--- src/rtl/pwm_motor_ctrl.sv ---
// N-channel motor PWM generator with per-period duty ramping, boundary-synchronous
// duty updates and a decelerate/swap/re-accelerate direction reversal sequence.
module pwm_motor_ctrl #(
  parameter int CH        = 2,
  parameter int DW        = 8,
  parameter int PERIOD    = 100,
  parameter int PRESC     = 1,
  parameter int RAMP_STEP = 4
) (
  input  logic             clk,
  input  logic             rst,
  input  logic             en,
  input  logic [CH*DW-1:0] duty_tgt,
  input  logic [CH-1:0]    dir_in,
  output logic [CH-1:0]    pwm_out,
  output logic [CH-1:0]    dir_out,
  output logic [CH*DW-1:0] duty_cur,
  output logic [CH-1:0]    busy,
  output logic             period_stb
);

  localparam int PCW = (PRESC > 1) ? $clog2(PRESC) : 1;
  localparam logic [PCW-1:0] PC_LAST  = PCW'(PRESC - 1);
  localparam logic [DW-1:0]  CNT_LAST = DW'(PERIOD - 1);
  localparam logic [DW:0]    PER_X    = (DW+1)'(PERIOD);
  localparam logic [DW:0]    STEP_X   = (DW+1)'(RAMP_STEP);

  typedef enum logic [1:0] {
    RUN   = 2'd0,
    DECEL = 2'd1,
    SWAP  = 2'd2
  } state_t;

  logic [PCW-1:0] pc;
  logic [DW-1:0]  cnt;
  logic           tick;
  logic           bnd;

  // Targets above the period would otherwise wrap the compare; clip in DW+1 bits.
  function automatic logic [DW:0] clamp_tgt(input logic [DW-1:0] t);
    logic [DW:0] tx;
    tx = {1'b0, t};
    return (tx > PER_X) ? PER_X : tx;
  endfunction

  function automatic logic [DW:0] ramp(input logic [DW:0] cur, input logic [DW:0] goal);
    if (RAMP_STEP == 0) return goal;
    if (goal >= cur) begin
      if ((goal - cur) <= STEP_X) return goal;
      return cur + STEP_X;
    end
    if ((cur - goal) <= STEP_X) return goal;
    return cur - STEP_X;
  endfunction

  assign tick = (pc == PC_LAST);
  assign bnd  = tick && (cnt == CNT_LAST);

  // Shared timebase: prescaler, period counter and boundary strobe.
  always_ff @(posedge clk or negedge rst) begin
    if (!rst) begin
      pc         <= '0;
      cnt        <= '0;
      period_stb <= 1'b0;
    end else begin
      pc         <= tick ? '0 : pc + 1'b1;
      if (tick) cnt <= (cnt == CNT_LAST) ? '0 : cnt + 1'b1;
      period_stb <= bnd;
    end
  end

  for (genvar i = 0; i < CH; i++) begin : g_ch
    state_t        state;
    state_t        state_nxt;
    logic [DW-1:0] cur;
    logic [DW-1:0] cur_nxt;
    logic          dir_q;
    logic          dir_nxt;
    logic          busy_q;
    logic          pwm_q;
    logic [DW:0]   eff;
    logic [DW:0]   to_eff;
    logic [DW:0]   to_zero;

    assign eff     = clamp_tgt(duty_tgt[i*DW +: DW]);
    assign to_eff  = ramp({1'b0, cur}, eff);
    assign to_zero = ramp({1'b0, cur}, '0);

    always_comb begin
      state_nxt = state;
      cur_nxt   = cur;
      dir_nxt   = dir_q;
      if (!en) begin
        // Disabled: drop drive at once; an interrupted reversal resumes through SWAP.
        cur_nxt = '0;
        if (state != RUN) state_nxt = SWAP;
        if (bnd) dir_nxt = dir_in[i];
      end else if (bnd) begin
        unique case (state)
          RUN: begin
            if (dir_in[i] != dir_q) begin
              if (cur == '0) begin
                dir_nxt = dir_in[i];
              end else begin
                state_nxt = DECEL;
                cur_nxt   = DW'(to_zero);
              end
            end else begin
              cur_nxt = DW'(to_eff);
            end
          end
          DECEL: begin
            if (dir_in[i] == dir_q) begin
              state_nxt = RUN;
              cur_nxt   = DW'(to_eff);
            end else begin
              cur_nxt = DW'(to_zero);
              if (to_zero == '0) state_nxt = SWAP;
            end
          end
          SWAP: begin
            cur_nxt   = '0;
            dir_nxt   = dir_in[i];
            state_nxt = RUN;
          end
          default: state_nxt = RUN;
        endcase
      end
    end

    // Channel state and registered outputs; pwm lags cnt by one clock.
    always_ff @(posedge clk or negedge rst) begin
      if (!rst) begin
        state  <= RUN;
        cur    <= '0;
        dir_q  <= 1'b0;
        busy_q <= 1'b0;
        pwm_q  <= 1'b0;
      end else begin
        state  <= state_nxt;
        cur    <= cur_nxt;
        dir_q  <= dir_nxt;
        busy_q <= (state_nxt != RUN);
        pwm_q  <= en && (cnt < cur);
      end
    end

    assign pwm_out[i]            = pwm_q;
    assign dir_out[i]            = dir_q;
    assign busy[i]               = busy_q;
    assign duty_cur[i*DW +: DW]  = cur;
  end

endmodule
--- config.mk ---
export PLATFORM = sky130hd
export DESIGN_NAME = pwm_motor_ctrl
export DESIGN_NICKNAME = d
export VERILOG_FILES = /design/src/rtl/pwm_motor_ctrl.sv
export SDC_FILE = /design/constraint.sdc
export NUM_CORES = 1
export LEC_CHECK = 0
export BUFFER_PORTS_ARGS = -buffer_cell sky130_fd_sc_hd__buf_2
export CAP_MARGIN = 0
export CORE_AREA = 2 2 95 97
export DETAILED_ROUTE_END_ITERATION = 10
export DIE_AREA = 0 0 97 99
export PLACE_DENSITY_LB_ADDON = 0.2
export SETUP_SLACK_MARGIN = 0.4
export SYNTH_ARGS = -nofsm -noshare
export SYNTH_HDL_FRONTEND = slang
export SYNTH_SLANG_ARGS = --single-unit
--- constraint.sdc ---
create_clock -name clk -period 4.3 [get_ports clk]
set_clock_uncertainty 0.2 [all_clocks]
set_input_delay 0.43 -clock clk [delete_from_list [all_inputs] [get_ports clk]]
set_output_delay 0.43 -clock clk [all_outputs]
set_load 0.03 [all_outputs]
# [Word level (Yosys, flattened, before mapping)]
# Cells that the tools add are included.
[word_totals] reg_bits=36 word_cells=167
[op_classes] n_addsub=12 n_lt_le_gt_ge=16 n_eq_ne=20 muxes=88 bitwise_logic=1 reduce_logical=17
[op_table] op="8-bit 2-to-1 mux" n=25
[op_table] op="9-bit 2-to-1 mux" n=12
[op_table] op="9-bit by 3-bit less-or-equal comparator with 1-bit output, second input constant" n=6
[op_table] op="8-bit case mux with 3 select lines" n=2
[op_table] op="8-bit by 8-bit subtractor with 9-bit output" n=4
[op_table] op="1-bit 2-to-1 mux" n=31
[op_table] op="2-bit 2-to-1 mux" n=14
[op_table] op="8-bit by 3-bit adder with 9-bit output, second input constant" n=2
[op_table] op="9-bit zero test" n=2
[op_table] op="1-bit by 8-bit subtractor with 9-bit output, first input constant" n=2
[op_table] op="8-bit by 3-bit subtractor with 9-bit output, second input constant" n=2
[op_table] op="1-bit by 8-bit greater-or-equal comparator with 1-bit output, first input constant" n=2
[op_table] op="8-bit greater-or-equal comparator" n=2
[op_table] op="8-bit by 7-bit > comparator with 1-bit output, second input constant" n=2
[op_table] op="8-bit by 3-bit less-or-equal comparator with 1-bit output, second input constant" n=2
[op_table] op="8-bit zero test" n=2
[op_table] op="8-bit less-than comparator" n=2
[op_table] op="3-bit inequality test, second input constant" n=4
[op_table] op="8-bit by 1-bit adder with 8-bit output, second input constant" n=1
[op_table] op="8-bit by 7-bit equality test with 1-bit output, second input constant" n=1
[op_table] op="4-bit by 1-bit inequality test with 1-bit output, second input constant" n=2
[op_table] op="4-bit inequality test, second input constant" n=2
[op_table] op="2-bit case mux with 2 select lines" n=2
[op_table] op="4-bit AND reduction" n=2
[op_table] op="other kinds (13)" n=26

# [Longest topological paths before layout]
[depth] word_depth=16 depth_mapped=17 depth_no_buf=15

# [Least setup slack after synthesis]
# No wires, ideal clock.
[synth_path] path_type="input port to flip-flop" from="input port duty_tgt[8]" to="register g_ch[1].cur[1]" t_arrival_ps=3481 required_ps=3978 path_slack_ps=498 path_stages=15 path_buffers=1 path_cell_list="o21ai_0 -> nand2_1 -> a31oi_1 -> nor2b_1 -> inv_1 -> ha_1 -> buf_2 -> or3_1 -> a31o_1 -> a221o_1 -> a211oi_4 -> nand2b_2 -> and2_4 -> a221o_1 -> a32o_1"
[synth_via] elab_chain_len=15
[synth_lines] item="from (decl)" line_no="13" text="input logic [CH*DW-1:0] duty_tgt,"
[synth_lines] item="8-bit by 7-bit > comparator with 1-bit output" line_no="43" text="return (tx > PER_X) ? PER_X : tx;"
[synth_lines] item="8-bit 2-to-1 mux (*)" line_no="43"
[synth_lines] item="8-bit by 8-bit subtractor with 9-bit output" line_no="49" text="if ((goal - cur) <= STEP_X) return goal;"
[synth_lines] item="9-bit by 3-bit less-or-equal comparator with 1-bit output" line_no="49"
[synth_lines] item="1-bit 2-to-1 mux" line_no="49"
[synth_lines] item="1-bit 2-to-1 mux" line_no="48" text="if (goal >= cur) begin"
[synth_lines] item="8-bit 2-to-1 mux" line_no="50" text="return cur + STEP_X;"
[synth_lines] item="8-bit 2-to-1 mux" line_no="48"
[synth_lines] item="8-bit 2-to-1 mux" line_no="52" text="if ((cur - goal) <= STEP_X) return goal;"
[synth_lines] item="8-bit 2-to-1 mux" line_no="53" text="return cur - STEP_X;"
[synth_lines] item="8-bit 2-to-1 mux (*)" line_no="52"
[synth_lines] item="8-bit 2-to-1 mux (on tied branches)" line_no="113, 101"
[synth_lines] item="8-bit case mux with 3 select lines (*)" line_no="99" text="unique case (state)"
[synth_lines] item="8-bit 2-to-1 mux (*)" line_no="98" text="end else if (bnd) begin"
[synth_lines] item="8-bit 2-to-1 mux (*)" line_no="93" text="if (!en) begin"
[synth_lines] item="to (signal assigned)" line_no="141" text="cur <= cur_nxt;"
[synth_lines] item="to (decl)" line_no="75" text="logic [DW-1:0] cur;"
# Every way passes the cells marked *; elsewhere a longest branch is shown, timed or not. The select of a mux whose other input is x is not followed.
# A chain may end at the register's enable or synchronous reset.

# [Worst setup path after layout]
[layout_path] from="input port duty_tgt[13]" to="register g_ch[1].cur[1]"
# The elaborated chain is that of the path after synthesis.

==> impl_metrics.ini <==
[layout]
nets = 771
diodes = 0
finalNonFillerCells = 798
drive_gt1_share_pct = 14.6
synthToLayoutAreaGrowth_pct = 7.40

[global_route]
grt_pass1_wl_um = 23800
gr-total-overflow = 0
grt_pass1_vias = 4923
grtUsageTotal_pct = 29.7
antenna_found_initial = 0
grt_max_degree = 36

[critical_path]
cp.required_ns = 4.29
critical_path_class = input port to flop
cp_data_arrival_time_ns = 3.73
ff2ff_path_depth = 11
reg2reg_slack_ns = 0.62
reg2reg_to = g_ch[0].cur[2]
r2r-start = g_ch[0].cur[2]
cp-endpoint = g_ch[1].cur[1]
critPathLaunchType = input port
cp_max_fo = 8
worstSetupEndpointType = flop
startpoint = duty_tgt[13]

[power_and_ir_drop]
netSwitchingPower_w = 0.000297
powerDensity_nw_per_um2 = 162
switching_share_pct = 33.2
pwr-share-clk_pct = 35.0
internal-power_w = 0.000598
seq_power_share_pct = 37.3
power_frac_comb_pct = 27.7
ir_drop_v = 0.000112
cellLeakagePower_nw = 2.51

[worst_hold_path]
holdCritPathClass = input port to asynchronous set/reset pin

[floorplanning]
die-area_um2 = 9600
io_pins = 44
start_util_pct = 60.3
die_h_um = 99
core_um2 = 8550
rows = 34
die_w_um = 97

[clock_tree]
cts_made_buffers = 5
clockBufferDepth = 2
insertion_delay_ns = 0.30
cts_num_sinks = 35
hold_buffers = 0
cts-htree-levels = 2
cts_tree = done
cts_setup_buffers = 0
cts-root-buf = clkbuf_8
cts.clk_slew.worst_paths_ns = 0.08

[yosys]
netlist_top_cells_area = dfrtp_1 17%, ha_1 15%, nand2_1 4.2%
synthFlopType = dfrtp_1
synth_area_um2 = 5160
yosys.area.top_type = dfrtp_1
synth_async_sr_flop_share_pct = 100
synth.top_cell.area_share_pct = 17.0
ys_seq_area_share_pct = 17.0
ys_top_cells_by_count = 61 x ha_1, 58 x nand2_1, 48 x nor2_1
ys_types = 92
synth_edf_count = 0
postSynthAreaPerCell_um2 = 7.86
yosysMostFrequentCell = ha_1
syn_inst = 656
yosysWarnings = 0
ys_ff_latch = 35

[placed_design]
io_buffers = 43
globalplace.congestion = 1.02
dp_hpwl_um = 11000
placed_cells_incl_taps = 790

[route]
drtIter0Drc = 303
ant_nets = 0
wl_per_cell_um = 18.1
vias_per_cell = 6.57
drt_wl_total_um = 14400
vias = 5239
drc = 0
dr.pass1.iters = 5

[run_status]
outcome = complete, no violations

[sta]
tightest_slew_ns = 0.964
rsz0062_at_grt = true
slew_viol_final = 0
hold_slack_ns = 0.0218
fin_crit_ns = 3.74
finalSetupTns_ns = 0
hold_viol = 0
relSlewSlack_pct = 35.3
fin_crit_sh_pct = 86.9
setup_viol = 0
fmax_ghz = 0.268

[job]
drv_cap = 0
## worst max-delay path, cell delays in order
cell and delay [ns]:
buf_2 0.12, a21oi_2 0.31, nand2_1 0.24, ha_1 0.43, and2_1 0.26, a211o_1 0.34, nor3_1 0.26, o21ai_1 0.27
nand2b_2 0.31, and2_4 0.18, a221o_1 0.36, a32o_1 0.20
## power by group through the flow
stage	Clock [W]	Sequential [W]	Combinational, W
2_1_floorplan	0	0.000340	0.000175
3_3_place_gp	0	0.000340	0.000235
3_5_place_dp	0	0.000340	0.000240
4_1_cts	0.000318	0.000334	0.000241
5_1_grt	0.000330	0.000334	0.000270
6_report	0.000313	0.000334	0.000248
## layout make-up
cell class | instances | area (um2)
inverters | 49 | 184
repair buffers | 55 | 305
fillers | 770 | 3010
well taps | 108 | 135
clock inverters | 3 | 43.8
clock buffers | 5 | 68.8
multi-input cells | 543 | 3930
flip-flops and latches | 35 | 876
## cell usage in the layout (no fill, tap or decap), types with 7 or more instances in the layout
cell type   n
nand3_1    23
o31ai_1     9
mux2i_1     9
nand2_1    58
a211oi_1   11
xor2_1      7
nor2_1     48
dfrtp_1    35
buf_2      43
nand4_1     9
a21o_1     13
and2_1      7
o21a_1      7
nor3_1     17
o211ai_1    9
inv_1      47
nand2b_1   11
ha_1       60
a21oi_1    32
xnor2_1    19
buf_4      12
o21ai_0    30
and3_1      8
or3_1       7
a31oi_1    12
## layer usage
metal	track usage, %	vias to the layer above	share of wire, %
li1	-	2499	-
met1	37.6	2427	41
met2	53.3	270	48
met3	4.11	43	7.3
met4	8.02	0	2.8
met5	0	-	0
## flip-flops by register name (all words and copies together) (netlist names)
| signal | count |
|---|---|
| cnt | 8 |
| g_ch.pwm_q | 2 |
| period_stb | 1 |
| g_ch.state | 4 |
| g_ch.dir_q | 2 |
| g_ch.cur | 16 |
| g_ch.busy_q | 2 |
## stage by stage
step	cell area (um2)	worst slack (ns)	total power, W	util [%]
floorplan	5160	0.498	0.000515	-
global placement	5420	0.299	0.000575	63.3
detailed placement	5420	0.288	0.000580	63.3
CTS	5530	0.581	0.000893	64.7
global route	5540	0.395	0.000935	64.8
finish	5540	0.562	0.000895	64.8
## worst min path at each step
stage / start / to
after floorplan: rst / cnt[0]
final: rst / g_ch[1].cur[5]
after detailed placement: cnt[0] / cnt[0]
after global placement: cnt[0] / cnt[0]
after global routing: rst / g_ch[1].cur[7]
after CTS: rst / g_ch[1].cur[5]
## cells by family after synthesis
family	after synthesis	share of synthesized area [%]
AOI/OAI and AO/OA	207	30.4
xor gates and xnor gates	26	4.42
adders and majority gates	62	15.0
buffers and inverters	80	7.21
DFF	35	17.0
muxes	11	2.18
other	2	0.146
and+or+nand+nor	233	23.7
## timing repair
action / in CTS / in global routing
resized for setup: 0 / 5
endpoints found under the hold margin: 0 / 0
setup endpoints to repair: 0 / 9
No activity file was read; power rests on OpenSTA's default activity.
